### src/rtl/down_counter_pkg.sv
// -----------------------------------------------------------------------------
// down_counter_pkg
// Purpose : shared types and constants for the loadable down-counter.
// Contents:
//   state_e        - FSM state encoding (IDLE, RUN, DONE), 2 bits
//   DEFAULT_WIDTH  - default counter width
// -----------------------------------------------------------------------------
package down_counter_pkg;

   localparam int DEFAULT_WIDTH = 4;

   typedef enum logic [1:0] {
      IDLE = 2'd0,
      RUN  = 2'd1,
      DONE = 2'd2
   } state_e;

endpackage : down_counter_pkg

### src/rtl/down_counter.sv
// -----------------------------------------------------------------------------
// down_counter
// Purpose : loadable WIDTH-bit down-counter used as a terminal-count / delay
//           timer. A start value is taken over a valid/ready handshake, the
//           count decrements once per enabled cycle, stops at zero and emits
//           a one-cycle done pulse.
// Ports   :
//   clk        in   1      clock, rising edge
//   rst        in   1      synchronous active-high reset
//   load_valid in   1      load request, load_val valid while high
//   load_ready out  1      a load can be accepted this cycle
//   load_val   in   WIDTH  start count (unsigned)
//   en         in   1      count enable in RUN
//   stop       in   1      synchronous abort of a running count
//   val        out  WIDTH  current count (registered)
//   busy       out  1      high while counting (RUN)
//   done       out  1      one-cycle pulse when the count reaches zero
// -----------------------------------------------------------------------------
module down_counter
   import down_counter_pkg::*;
#(
   parameter int WIDTH = DEFAULT_WIDTH
) (
   input  logic             clk,
   input  logic             rst,
   input  logic             load_valid,
   output logic             load_ready,
   input  logic [WIDTH-1:0] load_val,
   input  logic             en,
   input  logic             stop,
   output logic [WIDTH-1:0] val,
   output logic             busy,
   output logic             done
);

   state_e           state_q, state_d;
   logic [WIDTH-1:0] val_q, val_d;
   logic             load_fire;

   // Handshake outputs depend only on the registered state, so no input
   // reaches an output combinationally.
   assign load_ready = (state_q != RUN);
   assign busy       = (state_q == RUN);
   assign done       = (state_q == DONE);
   assign val        = val_q;

   assign load_fire  = load_valid && load_ready;

   always_comb begin
      state_d = state_q;
      val_d   = val_q;
      unique case (state_q)
         IDLE, DONE: begin
            if (load_fire) begin
               val_d   = load_val;
               state_d = (load_val == '0) ? DONE : RUN;
            end else if (state_q == DONE) begin
               state_d = IDLE;
            end
         end
         RUN: begin
            // stop outranks en; the count is held where it was aborted.
            if (stop) begin
               state_d = IDLE;
            end else if (en) begin
               // Treat 0 like 1 so the count can never wrap, even from an
               // unexpected state.
               if (val_q <= WIDTH'(1)) begin
                  val_d   = '0;
                  state_d = DONE;
               end else begin
                  val_d = val_q - WIDTH'(1);
               end
            end
         end
         default: begin
            state_d = IDLE;
            val_d   = '0;
         end
      endcase
   end

   always_ff @(posedge clk) begin
      if (rst) begin
         state_q <= IDLE;
         val_q   <= '0;
      end else begin
         state_q <= state_d;
         val_q   <= val_d;
      end
   end

endmodule : down_counter

### config.mk
export PLATFORM = sky130hd
export DESIGN_NAME = down_counter
export DESIGN_NICKNAME = d
export VERILOG_FILES = /design/src/rtl/down_counter_pkg.sv /design/src/rtl/down_counter.sv
export SDC_FILE = /design/constraint.sdc
export NUM_CORES = 1
export LEC_CHECK = 0
export CAP_MARGIN = 20
export CORE_AREA = 5 5 42 44
export DETAILED_ROUTE_END_ITERATION = 10
export DIE_AREA = 0 0 47 49
export PLACE_DENSITY_LB_ADDON = 0.2
export SETUP_SLACK_MARGIN = 0.4
export SLEW_MARGIN = 30
export SYNTH_ARGS = -nofsm -noshare
export SYNTH_HDL_FRONTEND = slang
export SYNTH_SLANG_ARGS = --single-unit
### constraint.sdc
create_clock -name clk -period 4.8 [get_ports clk]
set_clock_uncertainty 0.2 [all_clocks]
set_input_delay 0.48 -clock clk [delete_from_list [all_inputs] [get_ports clk]]
set_output_delay 0.48 -clock clk [all_outputs]
set_load 0.1 [all_outputs]
==> impl_metrics.ini, run 1 <==
[placed_design]
dpl_worst_slack_ps = 2160
routabilityCongestion = 0.7511
hpwl_um = 858.9
placed_area_um2 = 589.3
portBuffers = 15

[synthesis]
synthCells = 50
synth_area_per_cell_um2 = 8.833
syn_nets = 61
yosys_warnings = 0
synth_cell_types = 26
synth-async-reset-ratio = 0
ys.flop_type = dfxtp_1
synth_edf_count = 0
synth_seq_cells = 6
ys_seq_area_frac = 0.2720
syn-cell-area_um2 = 441.7

[cts]
cts_made_buffers = 3
postCtsSetupBuffers = 0
clkLatencyLatePin_ps = 250
cts_resized = 0
hold_buffers = 0
root_buffer = clkbuf_4
cts_max_level = 1
numClockSinks = 6
cts_tree = done
path_clk_slew_ps = 40
clk_path_buf_depth = 2

[floorplan]
std_cell_rows = 14
die-area_um2 = 2303
die_h_um = 49
coreArea_um2 = 1401
start_util = 0.3152
die_w_um = 47
pin_count = 16

[global_route]
grt_first_pass_wirelength_um = 1828
grt_max_degree = 11
grt_usage = 0.1106
grt_pass1_vias = 403
grt-ovfl-total = 0
antenna_found_initial = 0

[worst_hold_path]
worstHoldEndpoint = state_q[1]$_SDFFE_PP0P_
min_path_cells = 1
hp-start = state_q[1]$_SDFFE_PP0P_
hp-class = reg2reg

[critical_path]
critPathKind = reg2out
r2r-start = val[0]$_SDFFE_PP0P_
r2r_slack_ps = 3070
start_kind = flip-flop
worstPathArrival_ps = 2220
r2r_end = val[1]$_SDFFE_PP0P_
r2r_cells = 6
end_kind = output port
required_ps = 4120
worstPathMaxFanout = 10

[sta]
maxSlewHeadroom = 0.3518
fmax_mhz = 344.9
setup_tns_ps = 0
finalMaxSlewViolations = 0
post-route-min-period_ps = 2899
finalSetupViolations = 0
hold_violations = 0
finalCritPeriodShare = 0.6040
worst_slack_ps = 1901
rsz0062_at_grt = false
tightest_slew_ps = 969.2

[power_and_ir_drop]
switching_share = 0.4290
leakagePower_nw = 0.2315
p_per_area_nw_per_um2 = 319.6
power_switching_w = 0.00008389
ir_drop_v = 0.0001619
clkPwrFrac = 0.245
internal_power_w = 0.0001116
combPwrFrac = 0.443
sequentialPowerShare = 0.312

[drt]
postRouteAntennaNets = 0
drt_first_pass_iters = 4
totalWireLength_um = 1118
routedWlPerCell_um = 13.63
viasPerCell = 5.280
via_count = 433
drt_iter0_drc = 5
drcViolationCount = 0

[cells_and_area]
diodes = 0
design_area_um2 = 611.8
finalCoreUtilization = 0.4366
nets = 79
area_growth_pct = 38.53
drive_above_1_share = 0.1818

[flow_run]
max_cap_viol_count = 0

[run_status]
status = finished clean
-- layer usage --
layer / global-route usage / wire length, um / vias to the layer above
met3: 0.03690 / 76 / 5
met4: 0.06912 / 31 / 0
met5: 0 / 0 / -
met2: 0.1493 / 511 / 12
li1: - / - / 219
met1: 0.1451 / 498 / 197
-- registers in the layout (all words and copies together) (netlist names) --
signal	cells
state_q	2
val	4
-- how the worst max path moves through the flow --
stage | from | endpoint | slack [ps]
finish | state_q[0]$_SDFFE_PP0P_ | busy | 1900
global route | state_q[0]$_SDFFE_PP0P_ | busy | 1810
CTS | state_q[0]$_SDFFE_PP0P_ | busy | 1910
detailed placement | state_q[0]$_SDFFE_PP0P_ | busy | 2160
global placement | state_q[0]$_SDFFE_PP0P_ | busy | 2190
floorplan | val[0]$_SDFFE_PP0P_ | state_q[0]$_SDFFE_PP0P_ | 2430
-- worst max-delay path, stage by stage, from the launching register on --
cell             delay, ps
dfxtp_1                460
nand2b_1               270
inv_6                  110
clkdlybuf4s50_1       1130
-- power by group through the flow --
| stage | logic (W) | clock network (W) | registers (W) |
|---|---|---|---|
| floorplan | 0.0000422 | 0 | 0.0000848 |
| global placement | 0.0000862 | 0 | 0.0000617 |
| detailed placement | 0.0000860 | 0 | 0.0000618 |
| CTS | 0.0000870 | 0.0000481 | 0.0000610 |
| global route | 0.0000921 | 0.0000534 | 0.0000619 |
| finish | 0.0000867 | 0.0000479 | 0.0000610 |
-- per-stage QoR --
step | total power (W) | std cells | hold WS, ps
after floorplan | 0.0001270 | 50 | 266.8
after detailed placement | 0.0001478 | 79 | 312.4
after global placement | 0.0001479 | 79 | 297.7
after CTS | 0.0001961 | 82 | 317.8
final | 0.0001955 | 82 | 317.5
after global routing | 0.0002074 | 82 | 370.5
-- cells in the mapped netlist, drive strengths merged, types with 2 or more instances --
| master | n | area, um2 |
|---|---|---|
| dfxtp | 6 | 120.1 |
| o21ai | 3 | 15.01 |
| nor2 | 4 | 15.01 |
| a211oi | 3 | 27.52 |
| a21oi | 2 | 10.01 |
| and2b | 3 | 26.28 |
| ha | 2 | 25.02 |
| buf | 2 | 22.52 |
| nand2b | 5 | 31.28 |
| nor3 | 3 | 15.01 |
| inv | 4 | 20.02 |
-- cells by family after synthesis --
group                    after synthesis  share of synthesized area
AO/OA/AOI/OAI                         16                     0.2946
buffers and inverters                  6                    0.09632
AND/OR/NAND/NOR                       19                     0.2606
flip-flops                             6                     0.2720
XOR/XNOR                               1                    0.01983
adder cells (fa/ha/maj)                2                    0.05665
-- layout by cell type, fill, tap and decap left out, types with 2 or more instances in the layout --
master           count
clkdlybuf4s50_1     15
dfxtp_1              6
nand2b_1             5
nor2_1               4
inv_1                3
and2b_2              3
nor3_1               3
o21ai_0              3
clkbuf_4             3
a211oi_1             2
a21oi_1              2
ha_1                 2
-- area by class of cell --
cell class / count / area, um2
inverter: 4 / 20.02
clock buffer: 3 / 22.52
timing repair buffer: 15 / 150.1
tap: 16 / 20.02
multi-input combinational: 38 / 279.0
sequential: 6 / 120.1
fill: 154 / 789.5
No activity file was read; power rests on OpenSTA's default activity.
==> run 2, diff against run 1 <==
==> constraint.sdc (replaced) <==
create_clock -name clk -period 2.9 [get_ports clk]
set_clock_uncertainty 0.2 [all_clocks]
set_input_delay 0.29 -clock clk [delete_from_list [all_inputs] [get_ports clk]]
set_output_delay 0.29 -clock clk [all_outputs]
set_load 0.1 [all_outputs]
==> impl_metrics.ini, run 2 (same netlist as run 1, synthesis figures left out) <==
[run_status]
status = finished clean

[drt]
totalWireLength_um = 1023
via_count = 402
routedWlPerCell_um = 12.48
drt_iter0_drc = 10
drt_first_pass_iters = 3
drcViolationCount = 0
viasPerCell = 4.902
postRouteAntennaNets = 0

[sta]
maxSlewHeadroom = 0.7533
hold_violations = 0
post-route-min-period_ps = 1899
tightest_slew_ps = 370.0
finalSetupViolations = 0
rsz0062_at_grt = false
finalMaxSlewViolations = 0
worst_slack_ps = 1001
fmax_mhz = 526.5
setup_tns_ps = 0
finalCritPeriodShare = 0.6550

[global_route]
grt_max_degree = 11
grt_pass1_vias = 373
grt-ovfl-total = 0
grt_first_pass_wirelength_um = 1649
antenna_found_initial = 0
grt_usage = 0.09803

[placed_design]
portBuffers = 15
dpl_worst_slack_ps = 1129
hpwl_um = 837.8
routabilityCongestion = 0.8032

[cts]
numClockSinks = 6
hold_buffers = 0
clk_path_buf_depth = 2
cts_resized = 0
cts_tree = done
clkLatencyLatePin_ps = 240
postCtsSetupBuffers = 0
path_clk_slew_ps = 50
cts_made_buffers = 3
root_buffer = clkbuf_4
cts_max_level = 1

[cells_and_area]
diodes = 0
layout_common_cells = clkdlybuf4s50_1, buf_4, dfxtp_1
nets = 79
layout_commonest_cell = clkdlybuf4s50_1
area_growth_pct = 34.56
drive_above_1_share = 0.2879
largest_register_ffs = 4

[critical_path]
slowest_stage = dfxtp_1
slowest_delay_ps = 480
worstPathArrival_ps = 1410
start_kind = flip-flop
required_ps = 2410
path_cells = nand2b_1 -> inv_6 -> buf_4
end_kind = output port
worstPathMaxFanout = 10
critPathKind = reg2out

[power_and_ir_drop]
ir_drop_v = 0.0002429
p_total_w = 0.0003182
leakagePower_nw = 0.2416
p_per_area_nw_per_um2 = 535.4

[floorplan]
std_cell_rows = 14
die_h_um = 49
pin_count = 16
coreArea_um2 = 1401
die-area_um2 = 2303
die_w_um = 47
start_util = 0.3152

[worst_hold_path]
hp-class = reg2reg

[flow_run]
max_cap_viol_count = 0
==> run 2: cell types whose count changed in the layout (fill, tap and decap cells not counted), sizes merged <==
cell           change
clkdlybuf4s50      -7
buf                +7
==> run 2: critical path, delay by kind of cell (launching register included) <==
family / cells / cell delay [ps]
buffers and inverters: 2 / 410
DFF: 1 / 480
and+or+nand+nor: 1 / 280
==> run 2: path summary, 6_finish.rpt <==
kind	start	endpoint	cells after the start	slack, ps
setup / recovery	state_q[0]$_SDFFE_PP0P_	busy	3	1000
setup reg to reg	val[0]$_SDFFE_PP0P_	state_q[0]$_SDFFE_PP0P_	6	1180
hold reg to reg	state_q[1]$_SDFFE_PP0P_	state_q[1]$_SDFFE_PP0P_	1	320
hold / removal	state_q[1]$_SDFFE_PP0P_	state_q[1]$_SDFFE_PP0P_	1	320
==> run 2: metrics by stage <==
stage / hold WS, ps / area, um2 / instances / utilization
CTS: 323.0 / 594.3 / 82 / 0.4241
floorplan: 154.6 / 441.7 / 50 / -
detailed placement: 314.4 / 571.8 / 79 / 0.4080
global route: 349.1 / 594.3 / 82 / 0.4241
global placement: 329.1 / 571.8 / 79 / 0.4080
finish: 316.8 / 594.3 / 82 / 0.4241
==> run 2: metal layers <==
metal  vias to the layer above  routed length [um]  GRT usage
met5                         -                   0          0
met4                         0                   0    0.04147
met3                         0                  82    0.04797
met2                         9                 463     0.1267
met1                       174                 477     0.1347
li1                        219                   -          -
==> run 2: final cells by class <==
| type | instances | area, um2 |
|---|---|---|
| Multi-Input combinational cell | 38 | 279.0 |
| Timing Repair Buffer | 15 | 132.6 |
| Fill cell | 151 | 807.0 |
| Clock buffer | 3 | 22.52 |
| Sequential cell | 6 | 120.1 |
| Tap cell | 16 | 20.02 |
| Inverter | 4 | 20.02 |
==> run 2: power breakdown <==
group / internal, W / switching [W] / total, W
Sequential: 0.0000900 / 0.0000107 / 0.000101
Clock: 0.0000469 / 0.0000310 / 0.0000779
Combinational: 0.0000450 / 0.0000947 / 0.000140
Total: 0.000182 / 0.000136 / 0.000318
